### config.mk
export PLATFORM = sky130hd
export DESIGN_NAME = and_tree_pipe
export DESIGN_NICKNAME = d
export VERILOG_FILES = /design/src/rtl/and_tree_pipe.sv
export SDC_FILE = /design/constraint.sdc
export NUM_CORES = 1
export LEC_CHECK = 0
export ABC_AREA = 0
export CAP_MARGIN = 20
export CORE_AREA = 3 3 40 42
export DETAILED_ROUTE_END_ITERATION = 8
export DIE_AREA = 0 0 43 45
export MAX_ROUTING_LAYER = met4
export SYNTH_ARGS = -nofsm -noshare
export SYNTH_HDL_FRONTEND = slang
export SYNTH_SLANG_ARGS = --single-unit
### constraint.sdc
create_clock -name clk -period 0.8 [get_ports clk]
set_input_delay 0.08 -clock clk [delete_from_list [all_inputs] [get_ports clk]]
set_output_delay 0.08 -clock clk [all_outputs]
set_load 0.02 [all_outputs]
### src/rtl/and_tree_pipe.sv
`default_nettype none
// ============================================================================
//  Module   : and_tree_pipe
//  Brief    : WIDTH-input AND reduction built from FANIN-input nodes, with
//             optional per-level pipeline registers, valid/stall handshake
//             and a sticky all-ones match flag.
//  Revision : 1.0 - initial release
// ============================================================================
module and_tree_pipe #(
    parameter int WIDTH  = 11,
    parameter int FANIN  = 6,
    parameter int PIPE   = 1,
    parameter int INVERT = 0
) (
    input  logic             clk,
    input  logic             reset,
    input  logic [WIDTH-1:0] a,
    input  logic             in_valid,
    input  logic             stall,
    input  logic             clr,
    output logic             z,
    output logic             z_valid,
    output logic             sticky
);

    // Guarded fan-in keeps the constant functions terminating even when the
    // parameter check below is about to reject the configuration.
    localparam int c_FI = (FANIN < 2) ? 2 : FANIN;

    // Number of nodes present at a given tree level (level 0 = the inputs)
    function automatic int f_nodes(input int lvl);
        int n;
        n = WIDTH;
        for (int i = 0; i < lvl; i++) begin
            n = (n + c_FI - 1) / c_FI;
        end
        return n;
    endfunction

    // Levels needed until a single node remains; at least one level always
    function automatic int f_levels();
        int n;
        int l;
        n = (WIDTH + c_FI - 1) / c_FI;
        l = 1;
        while (n > 1) begin
            n = (n + c_FI - 1) / c_FI;
            l++;
        end
        return l;
    endfunction

    localparam int c_LEVELS = f_levels();

    if (WIDTH < 2 || WIDTH > 64 || FANIN < 2 || FANIN > 8 ||
        (PIPE != 0 && PIPE != 1) || (INVERT != 0 && INVERT != 1)) begin : g_bad_param
        $error("and_tree_pipe: WIDTH, FANIN, PIPE or INVERT out of range");
    end

    for (genvar k = 1; k <= c_LEVELS; k++) begin : g_lvl
        localparam int c_NIN  = f_nodes(k - 1);
        localparam int c_NOUT = f_nodes(k);

        logic [c_NIN-1:0]  w_src;
        logic              w_vsrc;
        logic [c_NOUT-1:0] w_node;
        logic [c_NOUT-1:0] w_out;
        logic              w_vout;

        if (k == 1) begin : g_head
            assign w_src  = a;
            assign w_vsrc = in_valid;
        end else begin : g_link
            assign w_src  = g_lvl[k-1].w_out;
            assign w_vsrc = g_lvl[k-1].w_vout;
        end

        // The last node of a level may have fewer children; absent ones act as 1
        for (genvar j = 0; j < c_NOUT; j++) begin : g_node
            localparam int c_LO  = j * c_FI;
            localparam int c_CNT = ((c_NIN - c_LO) < c_FI) ? (c_NIN - c_LO) : c_FI;
            assign w_node[j] = &w_src[c_LO +: c_CNT];
        end

        if (PIPE != 0) begin : g_reg
            logic [c_NOUT-1:0] data_q;
            logic [c_NOUT-1:0] data_d;
            logic              valid_q;
            logic              valid_d;

            // Freeze the stage while stalled, otherwise take this level's nodes
            always_comb begin
                data_d  = stall ? data_q  : w_node;
                valid_d = stall ? valid_q : w_vsrc;
            end

            // Stage register; reset discards whatever is in flight
            always_ff @(posedge clk) begin
                if (reset) begin
                    data_q  <= '0;
                    valid_q <= 1'b0;
                end else begin
                    data_q  <= data_d;
                    valid_q <= valid_d;
                end
            end

            assign w_out  = data_q;
            assign w_vout = valid_q;
        end else begin : g_comb
            assign w_out  = w_node;
            assign w_vout = w_vsrc;
        end
    end

    logic w_and;
    logic w_stall_hold;
    logic sticky_q;
    logic sticky_d;

    assign w_and        = g_lvl[c_LEVELS].w_out[0];
    assign z_valid      = g_lvl[c_LEVELS].w_vout;
    assign z            = (INVERT != 0) ? ~w_and : w_and;
    // A held result under stall must not be re-evaluated into the flag
    assign w_stall_hold = (PIPE != 0) && stall;

    // Sticky next state: clear wins over a coincident setting result
    always_comb begin
        sticky_d = clr ? 1'b0 : (sticky_q | (z_valid & w_and & ~w_stall_hold));
    end

    // Sticky match register
    always_ff @(posedge clk) begin
        if (reset) begin
            sticky_q <= 1'b0;
        end else begin
            sticky_q <= sticky_d;
        end
    end

    assign sticky = sticky_q;

endmodule
`default_nettype wire

# Word level (Yosys, flattened, before mapping)
# Cells that the tools add are included.
[classes] n_reduce_logical=4 bitwise_logic=4
[op_table] op="$reduce_and 6->1" n=1
[op_table] op="$reduce_and 5->1" n=1
[op_table] op="$and 1x1->1" n=2
[op_table] op="$reduce_and 2->1" n=1
[op_table] op="$reduce_or 2->1" n=1
[op_table] op="$not 1->1" n=1
[op_table] op="$or 1x1->1" n=1
[word_totals] elab_cells=13 out_inout_bits=3 ff_bits=6

# Longest topological paths before layout
[depth] word_depth=3 ltp_mapped=3 depth_no_buf=2

# Worst setup path before layout
# No wires, ideal clock.
[synth_path] kind="reg2reg" start="register g_lvl[2].g_reg.data_q (netlist: z)" end="register sticky_q (netlist: sticky)" path_slack_ns=-0.044 path_buffers=0 path_stages_with_launch=3 t_arrival_ns=0.765 cell_sequence="dfxtp_1 -> nand3b_4 -> a211oi_2"
[synth_between] elab_chain_cells=3
[synth_rtl] element="from (decl)" line="86" source="logic [c_NOUT-1:0] data_q;"
[synth_rtl] element="from (signal assigned)" line="103" source="data_q <= data_d;"
[synth_rtl] element="$and 1x1->1 (2 in a row)" line="129" source="sticky_d = clr ? 1'b0 : (sticky_q | (z_valid & w_and & ~w_stall_hold));"
[synth_rtl] element="$or 1x1->1" line="129"
[synth_rtl] element="to (signal assigned)" line="137" source="sticky_q <= sticky_d;"
[synth_rtl] element="to (decl)" line="118" source="logic sticky_q;"
# Every way passes these cells.
# A chain may end at the register's enable or synchronous reset.

# Worst setup path after layout
[layout_path] start="register g_lvl[2].g_reg.data_q (netlist: z)" end="output port z"
[layout_rtl] element="to (decl)" line="21" source="output logic z,"
# No word-level cell between the ends.

==> reports/results.ini <==
[sta]
min_period_over_period_pct=96.31
rsz0062_at_grt=yes
fmax_mhz=1298
tns_ns=0
maxSlewViolCount=0
slew-limit-headroom_pct=77.39
final-setup-viol-count=0
period_minus_slack_ns=0.7705
tightest_slew_ns=0.3392
clock_skew_ns=0.002151
hold_viol=0

[critical_path]
arrival_ns=0.69
crit_chain=buf_6
crit_type=reg -> out
cpMaxStageDelayCell=dfxtp_2
cpPeakStageDelay_ns=0.33
path_buf_inv=1
cp_top_family=flip-flops
crit_path_end_kind=output pin
worstPathMaxFanout=2
critical_path_required_ns=0.72
start_kind=flop

[flow_run]
cap_violations=0

[clock_tree]
clock_path_buffers=2
clk_pin_slew_ns=0.05
cts_max_level=1
clk_latency_ns=0.24
cts_num_sinks=6
cts_buffers=3
cts_root_buf=clkbuf_4
cts_tree=built
cts_hold_buf=0

[grt]
grt_pass1_vias=258
grt_use_total_pct=8.684
grt_start_max_net_pins=10
antenna_found_initial=0
grt-ovfl-total=0
grt_pass1_wl_mm=1.104

[drt]
viasPerCell=4.317
antenna_left=0
drc_errors=0
drtPass1Iterations=2
routed_wl_microns=572
drt_iter0_drc=1
wl_per_cell_microns=9.079
dr_total_vias=272

[place]
placedCellCount=60
port_buffers=18
hpwl_microns=482
dpl-instance-area_sq_um=484.2
gp_congestion=0.6397

[cells_and_area]
insertedDiodeCount=0
fin_util_pct=40.31
area_growth_syn_to_layout_pct=90.78
drive_gt1_share_pct=31.25
postLayoutCellArea_sq_um=518.0
nets=66
instances_no_fill=63

[synth]
yosysMostFrequentCell=dfxtp_1
synth-edff-count=0
ys_types=14
ys_ff_latch=6
synth.top_cells.by_area=dfxtp_1 (44%), nand3b_1 (8.3%), mux2i_1 (7.4%), nand3b_4 (7.4%), o41ai_2 (6.0%)
synth_area_leader_cell=dfxtp_1
synth_fp_nets=41
seq_area_frac_synth_pct=44.24
async_flop_share_pct=0
synth_top_area_share_pct=44.24
synth_ff_type=dfxtp_1
postSynthAreaPerCell_sq_um=10.86
synthTopCellsByCount=dfxtp_1 (6), nand2_1 (3), nand3b_1 (3)
yosysWarnings=0
syn-cell-area_sq_um=271.5
syn-instance-count=25

[floorplan]
rows=13
initial_core_util_pct=21.13
die_w_microns=43
core_sq_um=1285
ios=19
die_h_microns=45
die_area_sq_um=1935

[power_and_ir_drop]
power.density_nw_per_um2=1362
irDropWorstVdd_mv=0.6140
power_mw=0.7056
leakage_nw=0.2276

[worst_hold_path]
hold_class=in -> reg

[outcome]
outcome=finished, final reports clean

## stage by stage
step	hold WS, ns	setup slack (ns)
global placement	0.4584	-0.3759
detailed placement	0.4539	-0.3940
global route	0.3651	-0.02160
floorplan	0.1417	0.05325
finish	0.3682	0.02948
CTS	0.3653	0.002237
## registers in the layout, summed over array words and instances (netlist names)
name and cells:
g_lvl.g_reg.valid_q 1, sticky 1, z_valid 1, g_lvl.g_reg.data_q 2
z 1
## final timing paths
| check | startpoint | end | slack, ns | cells after the start |
|---|---|---|---|---|
| hold reg to reg | sticky$_SDFF_PP0_ | sticky$_SDFF_PP0_ | 0.47 | 2 |
| hold / removal | stall | z$_SDFFE_PP0N_ | 0.37 | 3 |
| setup reg to reg | z$_SDFFE_PP0N_ | sticky$_SDFF_PP0_ | 0.06 | 3 |
| setup / recovery | z$_SDFFE_PP0N_ | z | 0.03 | 1 |
## logic make-up after synthesis
family	after synthesis	synth area share, %
simple gates	11	28.11
flops	6	44.24
compound gates	4	14.75
mux	2	7.374
buf+inv	2	5.528
## power by group
group	leakage [nW]	total [mW]	switching (mW)	internal, mW
Sequential	0.0501	0.309	0.00299	0.306
Combinational	0.164	0.116	0.0317	0.0839
Clock	0.0138	0.281	0.112	0.170
## cell type report
cell class                 instances  area, sq um
clock buffer                       3        22.52
fill                             132        767.0
timing repair buffer              21        212.7
multi-input combinational         17        136.4
tap                               15        18.77
inverter                           1        3.754
sequential                         6        123.9
## what timing repair did
action | in CTS | in global routing
buffers inserted | 0 | 0
resized for setup | 16 | 6
setup endpoints to repair | 9 | 4
pin swaps | 0 | 1
## metal layers
| metal | track usage, % | share of wire, % |
|---|---|---|
| met1 | 9.466 | 39 |
| met5 | - | 0 |
| met3 | 7.171 | 12 |
| met4 | 5.422 | 0.87 |
| met2 | 10.48 | 48 |
## cells in the final DEF, fill, tap and decap left out, drive strengths merged
cell           instances
nand3b                 4
a21oi                  1
clkdlybuf4s50         14
mux2i                  2
o22ai                  1
buf                    6
inv                    1
o41ai                  1
dlygate4sd2            1
nand2                  3
dfxtp                  6
nand4                  1
clkbuf                 3
nor2                   2
nand4b                 1
a211oi                 1
(Power assumes the default switching activity.)
